File: config.mk
export PLATFORM = sky130hd
export DESIGN_NAME = imem_loader
export DESIGN_NICKNAME = d
export VERILOG_FILES = /design/src/rtl/imem_loader.sv
export SDC_FILE = /design/constraint.sdc
export NUM_CORES = 1
export LEC_CHECK = 0
export ABC_AREA = 1
export CORE_UTILIZATION = 53
export DETAILED_ROUTE_END_ITERATION = 16
export GPL_ROUTABILITY_DRIVEN = 0
export GPL_TIMING_DRIVEN = 1
export HOLD_SLACK_MARGIN = 0.06
export PLACE_DENSITY = 0.77
export SLEW_MARGIN = 10
export SYNTH_ARGS = -nofsm -noshare
export SYNTH_HDL_FRONTEND = slang
export SYNTH_SLANG_ARGS = --single-unit
export TNS_END_PERCENT = 10
File: constraint.sdc
create_clock -name clk -period 2 [get_ports clk]
set_clock_uncertainty 0.1 [all_clocks]
set_input_delay 0.6 -clock clk [delete_from_list [all_inputs] [get_ports clk]]
set_output_delay 0.6 -clock clk [all_outputs]
set_load 0.01 [all_outputs]
File: src/rtl/imem_loader.sv
// Boot-time instruction memory loader: turns a length-prefixed, XOR-checksummed
// byte stream into 16-bit imem writes while holding the CPU.
module imem_loader (
    input  logic        clk,
    input  logic        rst_n,
    input  logic        start,
    input  logic        in_valid,
    input  logic [7:0]  in_data,
    output logic        in_ready,
    output logic        wr_en,
    output logic [7:0]  wr_addr,
    output logic [15:0] wr_data,
    output logic        cpu_hold,
    output logic        done,
    output logic        err
);

    typedef enum logic [2:0] {
        S_IDLE  = 3'd0,
        S_LEN   = 3'd1,
        S_HI    = 3'd2,
        S_LO    = 3'd3,
        S_WRITE = 3'd4,
        S_CHK   = 3'd5,
        S_END   = 3'd6
    } state_t;

    state_t      state_r;
    state_t      state_s;
    logic        xfer_s;
    logic [7:0]  addr_r;
    logic [8:0]  rem_r;
    logic [7:0]  acc_r;
    logic [15:0] wr_data_r;
    logic        wr_en_r;
    logic        ready_r;
    logic        hold_r;
    logic        done_r;
    logic        err_r;

    function automatic logic [7:0] chk_next(input logic [7:0] acc, input logic [7:0] b);
        return acc ^ b;
    endfunction

    // ready_r mirrors the current state's accept decode, so a handshake needs no input path
    assign xfer_s   = in_valid & ready_r;
    assign in_ready = ready_r;
    assign wr_en    = wr_en_r;
    assign wr_addr  = addr_r;
    assign wr_data  = wr_data_r;
    assign cpu_hold = hold_r;
    assign done     = done_r;
    assign err      = err_r;

    // Next-state decode
    always_comb begin
        state_s = state_r;
        case (state_r)
            S_IDLE:  if (start)  state_s = S_LEN;   else state_s = S_IDLE;
            S_LEN:   if (xfer_s) state_s = S_HI;    else state_s = S_LEN;
            S_HI:    if (xfer_s) state_s = S_LO;    else state_s = S_HI;
            S_LO:    if (xfer_s) state_s = S_WRITE; else state_s = S_LO;
            S_WRITE: if (rem_r == 9'd1) state_s = S_CHK; else state_s = S_HI;
            S_CHK:   if (xfer_s) state_s = S_END;   else state_s = S_CHK;
            S_END:   state_s = S_IDLE;
            default: state_s = S_IDLE;
        endcase
    end

    // State register
    always_ff @(posedge clk or negedge rst_n) begin
        if (!rst_n) begin
            state_r <= S_IDLE;
        end else begin
            state_r <= state_s;
        end
    end

    // Datapath: address, remaining count, checksum and assembled word
    always_ff @(posedge clk or negedge rst_n) begin
        if (!rst_n) begin
            addr_r    <= 8'h00;
            rem_r     <= 9'd0;
            acc_r     <= 8'h00;
            wr_data_r <= 16'h0000;
        end else begin
            case (state_r)
                S_IDLE: begin
                    if (start) begin
                        addr_r <= 8'h00;
                        acc_r  <= 8'h00;
                    end
                end
                S_LEN: begin
                    if (xfer_s) begin
                        // a zero length byte encodes a full 256-word image
                        rem_r <= (in_data == 8'h00) ? 9'd256 : {1'b0, in_data};
                        acc_r <= chk_next(acc_r, in_data);
                    end
                end
                S_HI: begin
                    if (xfer_s) begin
                        wr_data_r[15:8] <= in_data;
                        acc_r           <= chk_next(acc_r, in_data);
                    end
                end
                S_LO: begin
                    if (xfer_s) begin
                        wr_data_r[7:0] <= in_data;
                        acc_r          <= chk_next(acc_r, in_data);
                    end
                end
                S_WRITE: begin
                    addr_r <= addr_r + 8'd1;
                    rem_r  <= rem_r - 9'd1;
                end
                default: begin
                end
            endcase
        end
    end

    // Registered strobes and status, decoded one cycle ahead from the next state
    always_ff @(posedge clk or negedge rst_n) begin
        if (!rst_n) begin
            wr_en_r <= 1'b0;
            ready_r <= 1'b0;
            hold_r  <= 1'b0;
            done_r  <= 1'b0;
            err_r   <= 1'b0;
        end else begin
            wr_en_r <= (state_s == S_WRITE);
            ready_r <= (state_s == S_LEN) || (state_s == S_HI) ||
                       (state_s == S_LO)  || (state_s == S_CHK);
            hold_r  <= (state_s != S_IDLE);
            done_r  <= (state_r == S_CHK) && xfer_s && (in_data == acc_r);
            err_r   <= (state_r == S_CHK) && xfer_s && (in_data != acc_r);
        end
    end

endmodule

==> impl_metrics.csv <==
group,metric,value,unit
setup_path,critPathLaunchType,"flip-flop",
cts,cts_tree,"built",
setup_path,cp_top_family,"buffers and inverters",
cts,cts_buffer_depth,2,
global_routing,antenna_found_initial,0,
synth,synth.distinct_cells,27,
synth,synth_nets,323,
setup_path,r2r_start,"state_r[0]",
sta,max_freq,512.8,MHz
setup_path,startpoint,"wr_addr[4]",
sta,fin_crit,1.950,ns
drt,finalWirelength,5623,um
synth,async_flop_share,1.000,
floorplan,dieWidth,69.94,um
setup_path,max_stage_delay,0.55,ns
cts,htree_levels,2,
setup_path,path_cells,"clkdlybuf4s50_1",
global_routing,grt_max_degree,21,
setup_path,crit_buf_inv,1,
drt,first_pass_iters,5,
power,p_clk_frac,0.173,
synth,synth_edf_count,0,
power,pwr-share-seq,0.385,
floorplan,boundaryPins,41,
synth,synth_seq_cells,49,
synth,yosys_most_used_dff,"dfrtp_1",
global_routing,grt_use_total,0.2449,
sta,rsz0062_at_grt,"no",
setup_path,crit_type,"flip-flop to output pin",
layout,drive_gt1_frac,0.09290,
global_routing,grtUsageMet1,0.3311,
setup_path,crit_path_top_delay_cell,"clkdlybuf4s50_1",
power,power.leakage,1.611,nW
setup_path,end_kind,"output pin",
setup_path,cp_max_fo,3,
global_routing,use_met2,0.3932,
sta,hold_viol_final,0,
hold_path,hp-class,"primary input to async pin",
place,port_buffers,40,
synth,synth_area,2446,um2
synth,yosysSeqAreaShare,0.5013,
power,p_int,0.002618,W
floorplan,start_util,0.5579,
drt,via_count,2219,
power,p_comb_frac,0.443,
cts,path_clk_slew,0.09,ns
cts,cts_buffers,5,
sta,setup_viol,0,
layout,area_delta_synth_final,28.85,%
drt,drc,0,
drt,drt.antenna.violating_nets,0,
floorplan,die_y,69.94,um
power,p_total,0.004202,W
sta,drv_slew,0,
cts,insertion_delay,0.30,ns
power,irDropWorstVdd,0.0008056,V
drt,viasPerCell,5.309,
global_routing,grt_pass1_vias,2158,
synth,syn_avg_cell_area,7.942,um2
synth,ys_warn_count,0,
sta,holdWs,0.1508,ns
setup_path,required,1.30,ns
sta,tightest_slew,0.4915,ns
global_routing,grt_overflow,0,
cts,hold_buffers,0,
global_routing,grt_pass1_wl,9480,um
setup_path,cp.arrival,1.25,ns
run_status,status,"finished, final reports clean",
power,switching_share,0.3770,
global_routing,met3_usage,0.05339,
drt,wire_per_inst,13.45,um
floorplan,core_area,4384,um2
place,hpwl,4165,um
sta,min_period_over_period,0.9750,
power,cellPowerDensity,1333,nW/um2
global_routing,top_usage_layer,"met2",
layout,finalNetCount,380,
cts,cts_root_buffer,"clkbuf_8",
layout,n_antenna_cell,0,
cts,cts.sinks,49,
synth,synthCells,308,
drt,drtIter0Drc,171,
power,p_switching,0.001584,W
floorplan,dieArea,4891,um2
flow_run,maxCapViolations,0,
floorplan,rows,24,
sta,relSlewSlack,0.6724,
## cells in the final DEF, fill, tap and decap left out, types with 2 or more instances in the layout
cell type / instances
a21oi_1: 6
a22oi_1: 3
buf_12: 3
buf_4: 13
clkbuf_8: 6
clkdlybuf4s50_1: 35
dfrtp_1: 49
dlymetal6s2s_1: 4
ha_1: 3
inv_1: 30
inv_2: 4
nand2_1: 85
nand2_2: 2
nand3_1: 32
nand3b_1: 5
nor2_1: 35
nor2_4: 2
nor3_1: 2
o211ai_1: 2
o21ai_0: 16
o21ai_1: 12
xnor2_1: 5
xor2_1: 3
## metrics by stage
| stage | instance area [um2] | cells | TNS (ns) | utilization | worst slack (ns) |
|---|---|---|---|---|---|
| after detailed placement | 3010 | 408 | -0.3762 | 0.6866 | -0.08915 |
| after global routing | 3152 | 418 | 0 | 0.7189 | 0.003480 |
| after CTS | 3127 | 416 | 0 | 0.7132 | 0.005467 |
| after global placement | 3010 | 408 | -0.2250 | 0.6866 | -0.05711 |
| final | 3152 | 418 | 0 | 0.7189 | 0.04993 |
| after floorplan | 2446 | 308 | 0 | - | 0.5011 |
## power groups by stage
| stage | registers, W | logic [W] | clock network (W) |
|---|---|---|---|
| after detailed placement | 0.00163 | 0.00185 | 0 |
| final | 0.00162 | 0.00186 | 0.000726 |
| after CTS | 0.00162 | 0.00186 | 0.000740 |
| after global routing | 0.00166 | 0.00209 | 0.000782 |
| after floorplan | 0.00168 | 0.00104 | 0 |
| after global placement | 0.00162 | 0.00180 | 0 |
## cells in the mapped netlist, types with 4 or more instances
| library cell | instances | area share |
|---|---|---|
| nand2_1 | 85 | 0.13 |
| dfrtp_1 | 49 | 0.50 |
| nor2_1 | 35 | 0.054 |
| nand3_1 | 32 | 0.065 |
| inv_1 | 30 | 0.046 |
| o21ai_0 | 16 | 0.033 |
| o21ai_1 | 12 | 0.025 |
| a21oi_1 | 6 | 0.012 |
| nand3b_1 | 5 | 0.015 |
| xnor2_1 | 5 | 0.018 |
| buf_2 | 4 | 0.0082 |
| inv_2 | 4 | 0.0061 |
## worst paths after layout
kind                               end  slack (ns)  cells after the start
max                         wr_addr[4]        0.05                      1
min                        wr_data[12]        0.15                      1
max reg2reg                   in_ready        0.39                      8
min reg2reg                   rem_r[6]        0.38                      2
max in group asynchronous     acc_r[3]        1.18                      2
min in group clk              rem_r[6]        0.38                      2
## kinds of logic (layout without fill, tap and decap cells)
group / Yosys count / in the layout / share of synthesized area
fa+ha+maj: 3 / 3 / 0.01535
buf+inv: 40 / 98 / 0.06803
xor+xnor: 8 / 8 / 0.02865
simple gates: 167 / 167 / 0.2951
flops: 49 / 49 / 0.5013
compound gates: 41 / 41 / 0.09156
## metal layers
layer	wire, um	vias up
met4	97	0
met3	344	16
met1	2560	1003
met2	2621	98
li1	-	1102
met5	0	-
## state kept, by name (all words and copies together) (netlist names)
| name | flops |
|---|---|
| in_ready | 1 |
| rem_r | 9 |
| cpu_hold | 1 |
| wr_en | 1 |
| wr_data | 16 |
| done | 1 |
| wr_addr | 8 |
| acc_r | 8 |
| err | 1 |
| state_r | 3 |
## layout make-up
| class | count | area, um2 |
|---|---|---|
| sequential | 49 | 1226 |
| timing repair buffer | 56 | 563.0 |
| inverter | 34 | 127.6 |
| clock buffer | 7 | 86.33 |
| fill | 361 | 1232 |
| multi-input combinational | 219 | 1054 |
| tap | 52 | 65.06 |
| clock inverter | 1 | 30.03 |
## repair_timing
action,CTS,global route
buffers inserted,0,2
setup endpoints to repair,0,5
resized for setup,0,4
Power figures use the tool's default switching activity.
